<file path="src/rtl/alu_executor.sv">
// -----------------------------------------------------------------------------
// alu_executor
//
// Registered single-issue ALU with a start/ready request handshake and a
// one-cycle done pulse. AND/OR/NOR/ADD/SUB/LUI/JAL finish one cycle after
// acceptance. SLL/SRL are optional: when built with the macro ALU_SHIFT_EN
// they run on a bit-serial shifter (one bit per cycle) and finish shamt+1
// cycles after acceptance. Without that macro, the shift codes are reported
// as unsupported and the block is always ready.
//
// Parameters
//   ERR_RESULT    value placed on ALUResult for an unsupported ALUOperation
//
// Ports
//   clk           sole clock, rising edge
//   reset         synchronous, active-low
//   start         request qualifier, accepted when start && ready
//   ALUOperation  4-bit operation code from the ALU control unit
//   A, B          32-bit operands (A = rs or PC, B = rt or immediate)
//   shamt         shift amount for SLL/SRL
//   ready         high when a new request can be accepted
//   done          single-cycle pulse: ALUResult/Zero/error are valid
//   ALUResult     registered result, held between done pulses
//   Zero          registered (ALUResult == 0)
//   error         registered unsupported-operation flag
// -----------------------------------------------------------------------------
module alu_executor #(
    parameter logic [31:0] ERR_RESULT = 32'h0000_0000
) (
    input  logic        clk,
    input  logic        reset,
    input  logic        start,
    input  logic [3:0]  ALUOperation,
    input  logic [31:0] A,
    input  logic [31:0] B,
    input  logic [4:0]  shamt,
    output logic        ready,
    output logic        done,
    output logic [31:0] ALUResult,
    output logic        Zero,
    output logic        error
);

    localparam logic [3:0] OP_AND = 4'b0000;
    localparam logic [3:0] OP_OR  = 4'b0001;
    localparam logic [3:0] OP_NOR = 4'b0010;
    localparam logic [3:0] OP_ADD = 4'b0011;
    localparam logic [3:0] OP_SUB = 4'b0100;
    localparam logic [3:0] OP_LUI = 4'b0101;
    localparam logic [3:0] OP_JAL = 4'b0110;
`ifdef ALU_SHIFT_EN
    localparam logic [3:0] OP_SLL = 4'b0111;
    localparam logic [3:0] OP_SRL = 4'b1000;
`endif

    // Result to be written into the output registers on the cycle finish is high.
    logic        finish;
    logic [31:0] finish_result;
    logic        finish_error;

    // Single-cycle decode of the operation presented on the inputs.
    logic [31:0] op_result;
    logic        op_error;
`ifdef ALU_SHIFT_EN
    logic        op_is_shift;
`endif

    always_comb begin
        // NOTE: every signal driven here gets a default first; a path that
        // leaves one unassigned would infer a latch.
        op_result   = ERR_RESULT;
        op_error    = 1'b1;
`ifdef ALU_SHIFT_EN
        op_is_shift = 1'b0;
`endif
        case (ALUOperation)
            OP_AND: begin op_result = A & B;             op_error = 1'b0; end
            OP_OR:  begin op_result = A | B;             op_error = 1'b0; end
            OP_NOR: begin op_result = ~(A | B);          op_error = 1'b0; end
            OP_ADD: begin op_result = A + B;             op_error = 1'b0; end
            OP_SUB: begin op_result = A - B;             op_error = 1'b0; end
            OP_LUI: begin op_result = {B[15:0], 16'h0};  op_error = 1'b0; end
            OP_JAL: begin op_result = A + 32'd8;         op_error = 1'b0; end
`ifdef ALU_SHIFT_EN
            // A zero-length shift finishes immediately with B unchanged;
            // longer shifts are handed to the serial shifter below.
            OP_SLL,
            OP_SRL: begin
                op_result   = B;
                op_error    = 1'b0;
                op_is_shift = 1'b1;
            end
`endif
            default: ;
        endcase
    end

`ifdef ALU_SHIFT_EN
    typedef enum logic {
        IDLE  = 1'b0,
        SHIFT = 1'b1
    } state_e;

    state_e      state_q, state_d;
    logic [31:0] work_q, work_d;
    logic [31:0] work_shifted;
    logic [4:0]  count_q, count_d;
    logic        shift_left_q, shift_left_d;

    assign work_shifted = shift_left_q ? (work_q << 1) : (work_q >> 1);
    assign ready        = (state_q == IDLE);

    always_ff @(posedge clk) begin
        // NOTE: sequential state uses non-blocking assignments so every
        // register samples values from before this edge.
        if (!reset) begin
            state_q      <= IDLE;
            work_q       <= '0;
            count_q      <= '0;
            shift_left_q <= 1'b0;
        end else begin
            state_q      <= state_d;
            work_q       <= work_d;
            count_q      <= count_d;
            shift_left_q <= shift_left_d;
        end
    end

    always_comb begin
        state_d       = state_q;
        work_d        = work_q;
        count_d       = count_q;
        shift_left_d  = shift_left_q;
        finish        = 1'b0;
        finish_result = op_result;
        finish_error  = op_error;
        case (state_q)
            IDLE: begin
                if (start) begin
                    if (op_is_shift && (shamt != 5'd0)) begin
                        // Operands are captured here; later input changes
                        // cannot disturb the in-flight shift.
                        state_d      = SHIFT;
                        work_d       = B;
                        count_d      = shamt;
                        shift_left_d = (ALUOperation == OP_SLL);
                    end else begin
                        finish = 1'b1;
                    end
                end
            end
            SHIFT: begin
                work_d        = work_shifted;
                count_d       = count_q - 5'd1;
                finish_result = work_shifted;
                finish_error  = 1'b0;
                if (count_q == 5'd1) begin
                    state_d = IDLE;
                    finish  = 1'b1;
                end
            end
        endcase
    end
`else
    // No multi-cycle path exists, so every request completes in one cycle.
    logic unused_shamt;
    assign unused_shamt  = ^shamt;
    assign ready         = 1'b1;
    assign finish        = start;
    assign finish_result = op_result;
    assign finish_error  = op_error;
`endif

    // Output registers: load on completion, otherwise hold the last result.
    always_ff @(posedge clk) begin
        if (!reset) begin
            done      <= 1'b0;
            ALUResult <= '0;
            Zero      <= 1'b1;
            error     <= 1'b0;
        end else begin
            done <= finish;
            if (finish) begin
                ALUResult <= finish_result;
                Zero      <= (finish_result == 32'd0);
                error     <= finish_error;
            end
        end
    end

endmodule

</file>
<file path="config.mk">
export PLATFORM = sky130hd
export DESIGN_NAME = alu_executor
export DESIGN_NICKNAME = d
export VERILOG_FILES = /design/src/rtl/alu_executor.sv
export SDC_FILE = /design/constraint.sdc
export NUM_CORES = 1
export LEC_CHECK = 0
export CAP_MARGIN = 15
export CORE_MARGIN = 5
export CORE_UTILIZATION = 55
export CTS_BUF_LIST = sky130_fd_sc_hd__clkbuf_16
export DETAILED_ROUTE_END_ITERATION = 10
export PLACE_DENSITY = 0.92
export SYNTH_ARGS = -nofsm -noshare
export SYNTH_HDL_FRONTEND = slang
export SYNTH_SLANG_ARGS = --single-unit
</file>
<file path="constraint.sdc">
create_clock -name clk -period 8 [get_ports clk]
set_input_delay 2 -clock clk [delete_from_list [all_inputs] [get_ports clk]]
set_output_delay 2 -clock clk [all_outputs]
set_load 0.01 [all_outputs]
</file>
==> flow_summary.rst, run 1 <==
.. list-table::
   :header-rows: 1

   * - Metric
     - Value
   * - Cell count after placement
     - 1066
   * - First DRT Iteration DRCs
     - 1047
   * - Post-detailed-route via-to-cell ratio
     - 6.79
   * - Layout overhead on the synthesized area
     - 19.7%
   * - Max-capacitance violation count
     - 0
   * - Clk_lat worst skew
     - 0.27 ns
   * - Net count of the mapped netlist
     - 983
   * - Final-layout setup total negative slack
     - 0 ns
   * - Maximum number of pins on one net before global-route repair
     - 61
   * - Vias after detailed routing
     - 7292
   * - Final period utilization
     - 0.887
   * - Area of all sequential standard cells
     - 701 um^2
   * - H-tree levels
     - 2
   * - Worst hold-check slack
     - 0.476 ns
   * - Clock tree from TritonCTS
     - yes
   * - Number of gates resized after CTS
     - 0
   * - Kind of start point of the critical path
     - input port
   * - Core Region
     - 0.0107 mm^2
   * - Number of buffers on the longest clock path
     - 2
   * - Path type of the worst setup path
     - input port to flip-flop
   * - R2r setup slk
     - 7.20 ns
   * - Seq pwr share
     - 0.234
   * - Multi-input combinational cell area
     - 0.00493 mm^2
   * - Leakage
     - 2.59 nW
   * - Required time of the worst setup path
     - 8.18 ns
   * - Congestion Overflow GR
     - 0
   * - DRC violations left
     - 0
   * - Post-synth EDFFs
     - 0
   * - F_max
     - 141 MHz
   * - Number of clock sinks
     - 35
   * - Wire length of the first global-routing pass
     - 33100 um
   * - HPWL reported at the end of detailed placement
     - 16300 um
   * - Fraction of synthesis flops using an asynchronous set or reset pin
     - 0
   * - Routability cong.
     - 1.00
   * - Cell Area, Synth
     - 0.00597 mm^2
   * - Final antenna diode count
     - 0
   * - Power density over the cells
     - 115 mW/mm^2
   * - Unique masters post-synth
     - 90
   * - Path category of the worst min-delay check
     - flip-flop to flip-flop
   * - Average wire length per cell after detail routing
     - 19.5 um
   * - DRT Pass-1 Iters
     - 6
   * - Via count of the first global-routing pass
     - 6363
   * - Die height
     - 114 um
   * - Hold-fix buffers, CTS
     - 0
   * - Initial antenna violation count
     - 0
   * - Chip Width
     - 114 um
   * - Peak ir drop on the vdd network
     - 0.129 mV
   * - Final number of max-transition violations
     - 0
   * - Filler cell count
     - 993
   * - Predominant post-synthesis flop cell
     - sky130_fd_sc_hd__dfxtp_1
   * - I/O pin total
     - 112
   * - Total Die Area
     - 0.0130 mm^2
   * - Total wirelength of the detailed-routed design
     - 20900 um
   * - Share of final-layout standard cells stronger than drive strength 1
     - 0.0514
   * - Relative slew slack
     - 0.207
   * - Status
     - finished, final reports clean
   * - Data arrival time of the worst path
     - 7.27 ns
   * - Starting density of the core
     - 0.556
   * - Port Buffer Count
     - 105
   * - CTS clock-pin slew for the worst setup and hold paths
     - 0.05 ns
   * - Setup repair after global routing missed its margin
     - false
   * - Worst-path maximum fanout
     - 6
   * - Setup-violating endpoint count in the final report
     - 0
   * - Final Non-Filler Cells
     - 1074
   * - Flop and latch count out of synthesis
     - 35
   * - Share of synthesized area occupied by flip-flops and latches
     - 0.117
   * - Number of instances in the synthesized netlist
     - 871
   * - Fraction of power consumed by combinational cells
     - 0.552
   * - Sort of element at the end of the critical path
     - flip-flop
   * - Clock power frac
     - 0.213
   * - Min Tclk post-route
     - 7.10 ns
   * - Count of antenna-violating nets left after detailed routing
     - 0
   * - Net switching power of the design
     - 0.339 mW
   * - Mean post-synth cell area
     - 6.86 um^2
   * - Internal power
     - 0.486 mW
   * - Total number of placement rows
     - 38
   * - Net count, final
     - 1045
   * - Clk root buf
     - sky130_fd_sc_hd__clkbuf_16
   * - Total routing usage reported by global routing
     - 0.310
   * - Count of endpoints failing hold in the final timing report
     - 0
   * - Switching part of the total power
     - 0.411
   * - Actual slew at the worst max-slew pin
     - 1.18 ns
   * - Setup skew after layout
     - 0 ns
   * - Number of synthesis warnings
     - 0
   * - Post-CTS repair timing setup buffer count
     - 0
   * - Number of clock buffers inserted by TritonCTS
     - 5
==> through the flow <==
stage	setup slack, ns	area (um^2)	power, mW	util
after floorplan	1.77	5970	0.484	-
after global placement	0.751	7020	0.629	0.653
after detailed placement	0.707	7020	0.637	0.653
after CTS	0.975	7150	0.813	0.666
after global routing	0.479	7150	0.875	0.666
final	0.904	7150	0.826	0.666
==> power by group through the flow <==
stage	logic (mW)	clock network (mW)	registers [mW]
global route	0.492	0.188	0.195
global placement	0.433	0	0.196
floorplan	0.282	0	0.202
finish	0.456	0.176	0.194
detailed placement	0.440	0	0.197
CTS	0.443	0.177	0.194
==> layout by cell type, fill, tap and decap left out, types with 6 or more instances in the layout <==
| master | count |
|---|---|
| sky130_fd_sc_hd__or3_1 | 11 |
| sky130_fd_sc_hd__a31oi_1 | 6 |
| sky130_fd_sc_hd__nor3_1 | 35 |
| sky130_fd_sc_hd__inv_1 | 18 |
| sky130_fd_sc_hd__nand4_1 | 20 |
| sky130_fd_sc_hd__xnor2_1 | 40 |
| sky130_fd_sc_hd__ha_1 | 35 |
| sky130_fd_sc_hd__o211ai_1 | 6 |
| sky130_fd_sc_hd__a22oi_1 | 6 |
| sky130_fd_sc_hd__o32ai_1 | 11 |
| sky130_fd_sc_hd__a211oi_1 | 31 |
| sky130_fd_sc_hd__clkdlybuf4s50_1 | 104 |
| sky130_fd_sc_hd__nand2_1 | 69 |
| sky130_fd_sc_hd__nor2b_1 | 7 |
| sky130_fd_sc_hd__nor4_1 | 10 |
| sky130_fd_sc_hd__nor2_1 | 90 |
| sky130_fd_sc_hd__o31ai_1 | 6 |
| sky130_fd_sc_hd__nand3_1 | 27 |
| sky130_fd_sc_hd__o22ai_1 | 6 |
| sky130_fd_sc_hd__and3_1 | 10 |
| sky130_fd_sc_hd__and2_1 | 11 |
| sky130_fd_sc_hd__nand2b_1 | 7 |
| sky130_fd_sc_hd__a21o_1 | 15 |
| sky130_fd_sc_hd__xor2_1 | 21 |
| sky130_fd_sc_hd__buf_4 | 13 |
| sky130_fd_sc_hd__dfxtp_1 | 35 |
| sky130_fd_sc_hd__maj3_1 | 6 |
| sky130_fd_sc_hd__o21a_1 | 17 |
| sky130_fd_sc_hd__o21ai_0 | 61 |
| sky130_fd_sc_hd__a21oi_1 | 93 |
==> cell type report <==
cell class / instances / share of cell area
inverters: 17 / 0.00892
repair buffers: 118 / 0.160
multi-input cells: 756 / 0.690
clock buffers: 5 / 0.0175
clock inverters: 3 / 0.00157
well taps: 140 / 0.0245
flip-flops and latches: 35 / 0.0980
==> Yosys cell counts, types with 4 or more instances <==
cell type,number,area (um^2)
sky130_fd_sc_hd__a211oi_1,31,233
sky130_fd_sc_hd__a21o_1,15,113
sky130_fd_sc_hd__a21oi_1,93,465
sky130_fd_sc_hd__a221oi_1,5,43.8
sky130_fd_sc_hd__a222oi_1,4,40.0
sky130_fd_sc_hd__a22oi_1,6,45.0
sky130_fd_sc_hd__a311oi_1,5,43.8
sky130_fd_sc_hd__a31oi_1,6,37.5
sky130_fd_sc_hd__and2_1,11,68.8
sky130_fd_sc_hd__and3_1,10,62.6
sky130_fd_sc_hd__buf_1,4,15.0
sky130_fd_sc_hd__buf_2,9,45.0
sky130_fd_sc_hd__clkbuf_1,43,161
sky130_fd_sc_hd__dfxtp_1,35,701
sky130_fd_sc_hd__ha_1,35,438
sky130_fd_sc_hd__inv_1,17,63.8
sky130_fd_sc_hd__maj3_1,6,60.1
sky130_fd_sc_hd__mux2i_1,4,40.0
sky130_fd_sc_hd__nand2_1,69,259
sky130_fd_sc_hd__nand2b_1,7,43.8
sky130_fd_sc_hd__nand3_1,27,135
sky130_fd_sc_hd__nand4_1,20,125
sky130_fd_sc_hd__nor2_1,90,338
sky130_fd_sc_hd__nor2b_1,7,43.8
sky130_fd_sc_hd__nor3_1,35,175
sky130_fd_sc_hd__nor3b_1,5,37.5
sky130_fd_sc_hd__nor4_1,10,62.6
sky130_fd_sc_hd__o2111ai_1,4,35.0
sky130_fd_sc_hd__o211ai_1,6,45.0
sky130_fd_sc_hd__o21a_1,17,128
sky130_fd_sc_hd__o21ai_0,61,305
sky130_fd_sc_hd__o21bai_1,4,30.0
sky130_fd_sc_hd__o22ai_1,6,37.5
sky130_fd_sc_hd__o31ai_1,6,45.0
sky130_fd_sc_hd__o32ai_1,11,96.3
sky130_fd_sc_hd__or2_2,5,31.3
sky130_fd_sc_hd__or3_1,11,68.8
sky130_fd_sc_hd__xnor2_1,40,350
sky130_fd_sc_hd__xor2_1,21,184
==> state kept, by name (all words and copies together) (netlist names) <==
signal     cells
ALUResult     32
error          1
Zero           1
done           1
==> cells by family (layout without fill, tap and decap cells) <==
logic type	Yosys count	count (layout)	share of synthesized area
AOI/OAI and AO/OA	320	320	0.362
xor gates and xnor gates	61	61	0.0894
adders and majority gates	42	42	0.0867
buffers and inverters	80	143	0.0588
DFF	35	35	0.117
muxes	6	6	0.0105
other	1	1	0.000628
and+or+nand+nor	326	326	0.275
==> path summary, 6_finish.rpt <==
check	startpoint	to	cells past startpoint
worst min register to register	ALUResult[30]	ALUResult[30]	2
worst max register to register	ALUResult[9]	ALUResult[9]	2
worst max-delay path	B[5]	Zero	17
worst min-delay path	ALUResult[30]	ALUResult[30]	2
==> worst max-delay path, stage by stage <==
cell                              delay, ns
sky130_fd_sc_hd__clkdlybuf4s50_1       0.56
sky130_fd_sc_hd__nor4_1                0.49
sky130_fd_sc_hd__nand2_1               0.18
sky130_fd_sc_hd__or4_1                 0.62
sky130_fd_sc_hd__o31ai_1               0.28
sky130_fd_sc_hd__xor2_1                0.24
sky130_fd_sc_hd__ha_1                  0.34
sky130_fd_sc_hd__and2_1                0.19
sky130_fd_sc_hd__a311oi_1              0.45
sky130_fd_sc_hd__and2_1                0.27
sky130_fd_sc_hd__or2_2                 0.16
sky130_fd_sc_hd__a21oi_1               0.09
sky130_fd_sc_hd__a221oi_1              0.42
sky130_fd_sc_hd__nand4_1               0.19
sky130_fd_sc_hd__nor4_1                0.32
sky130_fd_sc_hd__nand4_1               0.15
sky130_fd_sc_hd__o41ai_2               0.31
==> layer usage <==
metal,GRT usage,part of all wire,vias up
met3,0.0645,0.13,67
met2,0.469,0.42,512
met5,0,0,-
met4,0.0776,0.030,0
li1,-,-,3409
met1,0.449,0.41,3304
Power figures use the tool's default switching activity.
==> inputs of run 2 (changes only) <==
CORE_UTILIZATION = 45   (was 55)
PLACE_DENSITY = 0.78   (was 0.92)
==> flow_summary.rst, run 2 (synthesis gave the netlist of run 1 again) <==
.. list-table::
   :header-rows: 1

   * - Metric
     - Value
   * - Total routing usage reported by global routing
     - 0.258 (-0.0518)
   * - Top cell family by delay on the critical path
     - simple AND/OR/NAND/NOR gates
   * - Endpoint of the worst register-to-register path
     - ALUResult[9]
   * - Number of cells on the critical path
     - 18 (+1)
   * - DRT Pass-1 Iters
     - 6 (unchanged)
   * - Worst-path maximum fanout
     - 9 (+3)
   * - Hold-fix buffers, CTS
     - 0 (unchanged)
   * - Clock tree from TritonCTS
     - yes
   * - Share of final-layout standard cells stronger than drive strength 1
     - 0.0566 (+0.00523)
   * - Layout overhead on the synthesized area
     - 20.7%
   * - Slowest cell delay on critical path
     - 0.61 ns (about the same)
   * - Number of clock sinks
     - 35 (unchanged)
   * - Clk_lat worst skew
     - 0.27 ns (about the same)
   * - Path category of the worst min-delay check
     - flip-flop to flip-flop
   * - Max reg flops
     - 32 (unchanged)
   * - Actual slew at the worst max-slew pin
     - 0.944 ns (-0.236 ns)
   * - Routability cong.
     - 1.01 (+0.58%)
   * - Final antenna diode count
     - 0 (unchanged)
   * - Maximum number of pins on one net before global-route repair
     - 61 (unchanged)
   * - Average wire length per cell after detail routing
     - 19.3 um (-1.3%)
   * - Post-detailed-route via-to-cell ratio
     - 6.41 (-5.5%)
   * - Leakage
     - 2.60 nW (+0.52%)
   * - HPWL reported at the end of detailed placement
     - 16600 um (+1.7%)
   * - Number of clock buffers inserted by TritonCTS
     - 5 (unchanged)
   * - Power density over the cells
     - 115 mW/mm^2 (about the same)
   * - Number of buffers on the longest clock path
     - 2 (unchanged)
   * - Buffering stage count on the worst path with inverters included
     - 1 (unchanged)
   * - First DRT Iteration DRCs
     - 1130 (+7.9%)
   * - Wire length of the first global-routing pass
     - 33800 um (+2.3%)
   * - Min Tclk post-route
     - 7.31 ns (+0.217 ns)
   * - Min setup slack post-route
     - 0.688 ns (-0.217 ns)
   * - Core Region
     - 0.0131 mm^2 (+22%)
   * - Count of antenna-violating nets left after detailed routing
     - 0 (unchanged)
   * - DRC violations left
     - 0 (unchanged)
   * - Final period utilization
     - 0.914 (+0.0271)
   * - Max-capacitance violation count
     - 0 (unchanged)
   * - Most frequent cells in the layout
     - 104 x sky130_fd_sc_hd__clkdlybuf4s50_1, 93 x sky130_fd_sc_hd__a21oi_1, 90 x sky130_fd_sc_hd__nor2_1
   * - Setup skew after layout
     - 0 ns (unchanged)
   * - R2r setup slk
     - 7.21 ns (about the same)
   * - Post-CTS repair timing setup buffer count
     - 0 (unchanged)
   * - Peak ir drop on the vdd network
     - 0.0750 mV (-42%)
   * - Count of endpoints failing hold in the final timing report
     - 0 (unchanged)
   * - Setup-violating endpoint count in the final report
     - 0 (unchanged)
   * - Kind of start point of the critical path
     - input port
   * - Most repeated library cell on the critical path
     - sky130_fd_sc_hd__nand2_1
   * - Critical path launch point
     - B[5]
   * - Launch instance of the worst register-to-register path
     - ALUResult[9]
   * - Final Non-Filler Cells
     - 1112 (+3.5%)
   * - Required time of the worst setup path
     - 8.18 ns (about the same)
   * - Post-placement worst setup slack
     - 0.618 ns (-0.0884 ns)
   * - Chip Width
     - 125 um (+9.6%)
   * - Crit path to
     - Zero
   * - Number of gates resized after CTS
     - 0 (unchanged)
   * - Relative slew slack
     - 0.371 (+0.164)
   * - Design area
     - 0.00721 mm^2 (+0.79%)
   * - Slowest-stage cell, CP
     - sky130_fd_sc_hd__or4_1
   * - Die height
     - 125 um (+9.6%)
   * - Data arrival time of the worst path
     - 7.49 ns (+0.22 ns)
   * - Total number of placement rows
     - 42 (+11%)
   * - Most frequent standard cell in the layout excluding fill and tap cells
     - sky130_fd_sc_hd__clkdlybuf4s50_1
   * - Path type of the worst setup path
     - input port to flip-flop
   * - Post-Route Utilization
     - 0.549 (-0.117)
   * - Total Die Area
     - 0.0157 mm^2 (+20%)
   * - I/O pin total
     - 112 (unchanged)
   * - Initial antenna violation count
     - 0 (unchanged)
   * - Setup repair after global routing missed its margin
     - false
   * - Final number of max-transition violations
     - 0 (unchanged)
   * - Total wirelength of the detailed-routed design
     - 21400 um (+2.2%)
   * - Starting density of the core
     - 0.455 (-0.101)
   * - Port Buffer Count
     - 105 (unchanged)
   * - F_max
     - 137 MHz (-3.0%)
   * - Area of placed instances
     - 0.00707 mm^2 (+0.75%)
   * - Congestion Overflow GR
     - 0 (unchanged)
   * - Cell count after placement
     - 1104 (+3.6%)
   * - Final-layout setup total negative slack
     - 0 ns (unchanged)
   * - Sort of element at the end of the critical path
     - flip-flop
   * - Crit path cell chain
     - clkdlybuf4s50_1, nor4_1, nand2_1, or4_1, nor3_1, a21oi_1, xnor2_1, ha_1, nand2_1, nor2_1, nand2_1, nand4_1, o31ai_1, a2111oi_0, nand2_1, nor4_1, nand4_1, o41ai_2
   * - Register containing the most flip-flops in the final layout
     - ALUResult
   * - Filler cell count
     - 1279 (+29%)
   * - Net count, final
     - 1047 (+0.19%)
   * - CTS clock-pin slew for the worst setup and hold paths
     - 0.05 ns (about the same)
   * - H-tree levels
     - 2 (unchanged)
   * - Path depth of the worst reg2reg path
     - 2 (unchanged)
   * - Via count of the first global-routing pass
     - 6302 (-0.96%)
   * - Hold path startpoint
     - ALUResult[30]
   * - Vias after detailed routing
     - 7133 (-2.2%)
   * - Status
     - finished, final reports clean
   * - Clk root buf
     - sky130_fd_sc_hd__clkbuf_16
## run 2: cell types whose count changed in the layout (fill, tap and decap cells not counted), sizes merged
cell    change
buf         +2
clkinv      +1
inv         -1
## run 2: how the worst min path moves through the flow
stage / to / slack, ns / cells after the start
floorplan: ALUResult[30] / 0.49 / 2
global placement: ALUResult[30] / 0.46 / 2
detailed placement: ALUResult[30] / 0.46 / 2
CTS: ALUResult[30] / 0.47 / 2
global route: ALUResult[30] / 0.50 / 2
finish: ALUResult[30] / 0.47 / 2
## run 2: power breakdown
group	internal, mW	switching (mW)
clock	0.113	0.0669
combinational	0.188	0.270
sequential	0.187	0.00643
## run 2: layer usage
metal | GRT usage | routed length [um] | vias up
met5 | 0 | 0 | -
met4 | 0.0536 | 504 | 0
met3 | 0.0559 | 2690 | 44
met2 | 0.384 | 8820 | 467
met1 | 0.383 | 9400 | 3205
li1 | - | - | 3417
## run 2: layout make-up
cell class                 instances  area [um^2]  share of cell area
inverter                          17         63.8             0.00885
clock inverter                     3         15.0             0.00208
sequential                        35          701              0.0972
clock buffer                       5          125              0.0174
multi-input combinational        756         4930               0.683
timing repair buffer             120         1160               0.161
tap                              176          220              0.0305
## run 2: metrics by stage
step	power [mW]	hold slack, ns
after floorplan	0.484	0.490
after global placement	0.635	0.461
after detailed placement	0.642	0.460
after CTS	0.823	0.469
after global routing	0.881	0.501
final	0.831	0.466
## run 2: tightest hold or removal path: stages (launching register included)
cell                      delay [ns]
sky130_fd_sc_hd__dfxtp_1        0.31
sky130_fd_sc_hd__nand2_1        0.06
sky130_fd_sc_hd__a21oi_1        0.05
==> inputs of run 3 (changes only) <==
CELL_PAD_IN_SITES_DETAIL_PLACEMENT = 0   (was default)
CELL_PAD_IN_SITES_GLOBAL_PLACEMENT = 1   (was default)
CORE_UTILIZATION = 35   (was 45)
PLACE_DENSITY = 0.87   (was 0.78)
clock period = 6.3 ns   (was 8 ns; I/O delays follow)
==> flow_summary.rst, run 3 (synthesis gave the netlist of run 1 again) <==
.. list-table::
   :header-rows: 1

   * - Metric
     - Value
   * - Endpoint of the worst register-to-register path
     - ALUResult[9]
   * - Starting density of the core
     - 0.359 (-0.0958)
   * - Total routing usage reported by global routing
     - 0.228 (-0.0306)
   * - Most repeated library cell on the critical path
     - sky130_fd_sc_hd__buf_4
   * - Hold-fix buffers, CTS
     - 0 (unchanged)
   * - Most frequent standard cell in the layout excluding fill and tap cells
     - sky130_fd_sc_hd__buf_4
   * - Clock tree from TritonCTS
     - yes
   * - Die height
     - 141 um (+12%)
   * - Clk root buf
     - sky130_fd_sc_hd__clkbuf_16
   * - Count of antenna-violating nets left after detailed routing
     - 0 (unchanged)
   * - Register containing the most flip-flops in the final layout
     - ALUResult
   * - Net count, final
     - 1150 (+9.8%)
   * - Sort of element at the end of the critical path
     - flip-flop
   * - Min setup slack post-route
     - 0.174 ns (-0.514 ns)
   * - Min Tclk post-route
     - 6.13 ns
   * - Setup-violating endpoint count in the final report
     - 0 (unchanged)
   * - Met2 routing resource usage after global routing
     - 0.334 (-0.0502)
   * - Wire length of the first global-routing pass
     - 36800 um (+8.8%)
   * - Path type of the worst setup path
     - input port to flip-flop
   * - Data arrival time of the worst path
     - 6.31 ns (-1.18 ns)
   * - Relative slew slack
     - 0.351 (-0.0194)
   * - Global route hottest layer
     - met1
   * - Slowest-stage cell, CP
     - sky130_fd_sc_hd__or4_1
   * - Average wire length per cell after detail routing
     - 18.8 um (-2.4%)
   * - Layout overhead on the synthesized area
     - 35.9%
   * - Met3 usage
     - 0.0430 (-0.0129)
   * - Max reg flops
     - 32 (unchanged)
   * - Worst hold-check slack
     - 0.479 ns (+0.0127 ns)
   * - HPWL reported at the end of detailed placement
     - 19000 um (+15%)
   * - Clk_lat worst skew
     - 0.28 ns (about the same)
   * - Worst-path maximum fanout
     - 5 (-4)
   * - F_max
     - 163 MHz
   * - Via count of the first global-routing pass
     - 6625 (+5.1%)
   * - DRT Pass-1 Iters
     - 6 (unchanged)
   * - Vias after detailed routing
     - 7413 (+3.9%)
   * - Cell count after placement
     - 1251 (+13%)
   * - Slowest cell delay on critical path
     - 0.53 ns (-0.08 ns)
   * - First DRT Iteration DRCs
     - 825 (-27%)
   * - Core Region
     - 0.0166 mm^2 (+27%)
   * - Total wirelength of the detailed-routed design
     - 23700 um (+10%)
   * - Crit path to
     - Zero
   * - Maximum number of pins on one net before global-route repair
     - 60 (-1.6%)
   * - Number of buffers on the longest clock path
     - 2 (unchanged)
   * - Required time of the worst setup path
     - 6.49 ns (-1.69 ns)
   * - Peak ir drop on the vdd network
     - 0.144 mV (+92%)
   * - Routability cong.
     - 0.971 (-3.6%)
   * - Max-capacitance violation count
     - 0 (unchanged)
   * - Actual slew at the worst max-slew pin
     - 0.971 ns (+0.0272 ns)
   * - Final period utilization
     - 0.972
   * - Leakage
     - 3.11 nW (+20%)
   * - Number of clock sinks
     - 35 (unchanged)
   * - Final Non-Filler Cells
     - 1259 (+13%)
   * - Final antenna diode count
     - 0 (unchanged)
   * - DRC violations left
     - 0 (unchanged)
   * - Count of endpoints failing hold in the final timing report
     - 0 (unchanged)
   * - Tot Pwr
     - 1.19 mW (+43%)
   * - Post-placement worst setup slack
     - -0.246 ns (-0.864 ns)
   * - H-tree levels
     - 2 (unchanged)
   * - Kind of start point of the critical path
     - input port
   * - R2r setup slk
     - 5.50 ns (-1.71 ns)
   * - Launch instance of the worst register-to-register path
     - ALUResult[9]
   * - I/O pin total
     - 112 (unchanged)
   * - Setup repair after global routing missed its margin
     - false
   * - Power density over the cells
     - 147 mW/mm^2 (+27%)
   * - Path depth of the worst reg2reg path
     - 2 (unchanged)
   * - Share of final-layout standard cells stronger than drive strength 1
     - 0.159 (+0.102)
   * - Crit path cell chain
     - clkdlybuf4s50_1, nor4_2, buf_4, nand2_1, or4_1, buf_4, o21ai_0, xor2_1, ha_1, a21oi_1, buf_4, nand3_1, o21ai_0, a222oi_1, o21ai_0, a221oi_2, buf_4, nand4_1, nor4_2, nand4_1, o41ai_2
   * - Critical path launch point
     - B[5]
   * - Port Buffer Count
     - 105 (unchanged)
   * - Total number of placement rows
     - 47 (+12%)
   * - Number of clock buffers inserted by TritonCTS
     - 5 (unchanged)
   * - CTS clock-pin slew for the worst setup and hold paths
     - 0.05 ns (about the same)
   * - Chip Width
     - 141 um (+12%)
   * - Global Route met1 Usage
     - 0.342 (-0.0413)
   * - Total Die Area
     - 0.0198 mm^2 (+26%)
   * - Initial antenna violation count
     - 2 (+2)
   * - Most frequent cells in the layout
     - 118 x sky130_fd_sc_hd__buf_4, 104 x sky130_fd_sc_hd__clkdlybuf4s50_1, 92 x sky130_fd_sc_hd__a21oi_1
   * - Path category of the worst min-delay check
     - flip-flop to flip-flop
   * - Congestion Overflow GR
     - 0 (unchanged)
   * - Final number of max-transition violations
     - 0 (unchanged)
   * - Status
     - finished, final reports clean
   * - Setup skew after layout
     - 0 ns (unchanged)
   * - Post-detailed-route via-to-cell ratio
     - 5.89 (-8.2%)
==> run 3: changes by cell type in the layout (fill, tap and decap cells not counted), moves of 2 or more <==
cell and change:
sky130_fd_sc_hd__clkinv_2 -2, sky130_fd_sc_hd__nor4_2 +2, sky130_fd_sc_hd__nor3_2 +3, sky130_fd_sc_hd__nor3_1 -3, sky130_fd_sc_hd__buf_4 +103, sky130_fd_sc_hd__nor4_1 -2
==> run 3: what timing repair did <==
action / 4_1_cts / 5_1_grt
resized for setup: 0 / 11
setup buffers: 0 / 0
setup endpoints to repair: 0 / 1
==> run 3: critical path: cells and delay by family <==
family                     cells  cell delay (ns)
buffers and inverters          5             1.19
xor gates and xnor gates       1             0.28
AOI/OAI and AO/OA              7             1.56
adders and majority gates      1             0.23
and+or+nand+nor                7             1.50
==> run 3: worst min-delay path by stage <==
| stage | endpoint | startpoint | cells past startpoint |
|---|---|---|---|
| 3_3_place_gp | ALUResult[30] | ALUResult[30] | 2 |
| 2_1_floorplan | ALUResult[30] | ALUResult[30] | 2 |
| 6_report | ALUResult[19] | ALUResult[19] | 2 |
| 5_1_grt | ALUResult[17] | ALUResult[17] | 2 |
| 3_5_place_dp | ALUResult[30] | ALUResult[30] | 2 |
| 4_1_cts | ALUResult[30] | ALUResult[30] | 2 |
==> run 3: layout make-up <==
type	count	area [um^2]
fill	1717	8530
multi-input combinational	756	4980
timing repair buffer	223	1930
sequential	35	701
tap	220	275
clock buffer	5	125
inverter	17	63.8
clock inverter	3	38.8
==> run 3: through the flow <==
stage	TNS, ns	utilization	area, um^2
after floorplan	0	-	5970
final	0	0.488	8120
after global placement	-0.205	0.475	7900
after detailed placement	-0.246	0.475	7900
after global routing	0	0.488	8120
after CTS	0	0.484	8060
==> run 3: layer usage <==
| metal | vias up | wire [um] |
|---|---|---|
| li1 | 3612 | - |
| met2 | 378 | 9850 |
| met4 | 2 | 501 |
| met1 | 3383 | 10800 |
| met3 | 38 | 2460 |
| met5 | - | 13 |
==> run 3: where the power goes <==
part	leakage [nW]	switching, mW	internal, mW	total, mW
Clock	0.0812	0.0865	0.184	0.271
Sequential	0.289	0.00794	0.238	0.246
Combinational	2.74	0.364	0.310	0.674
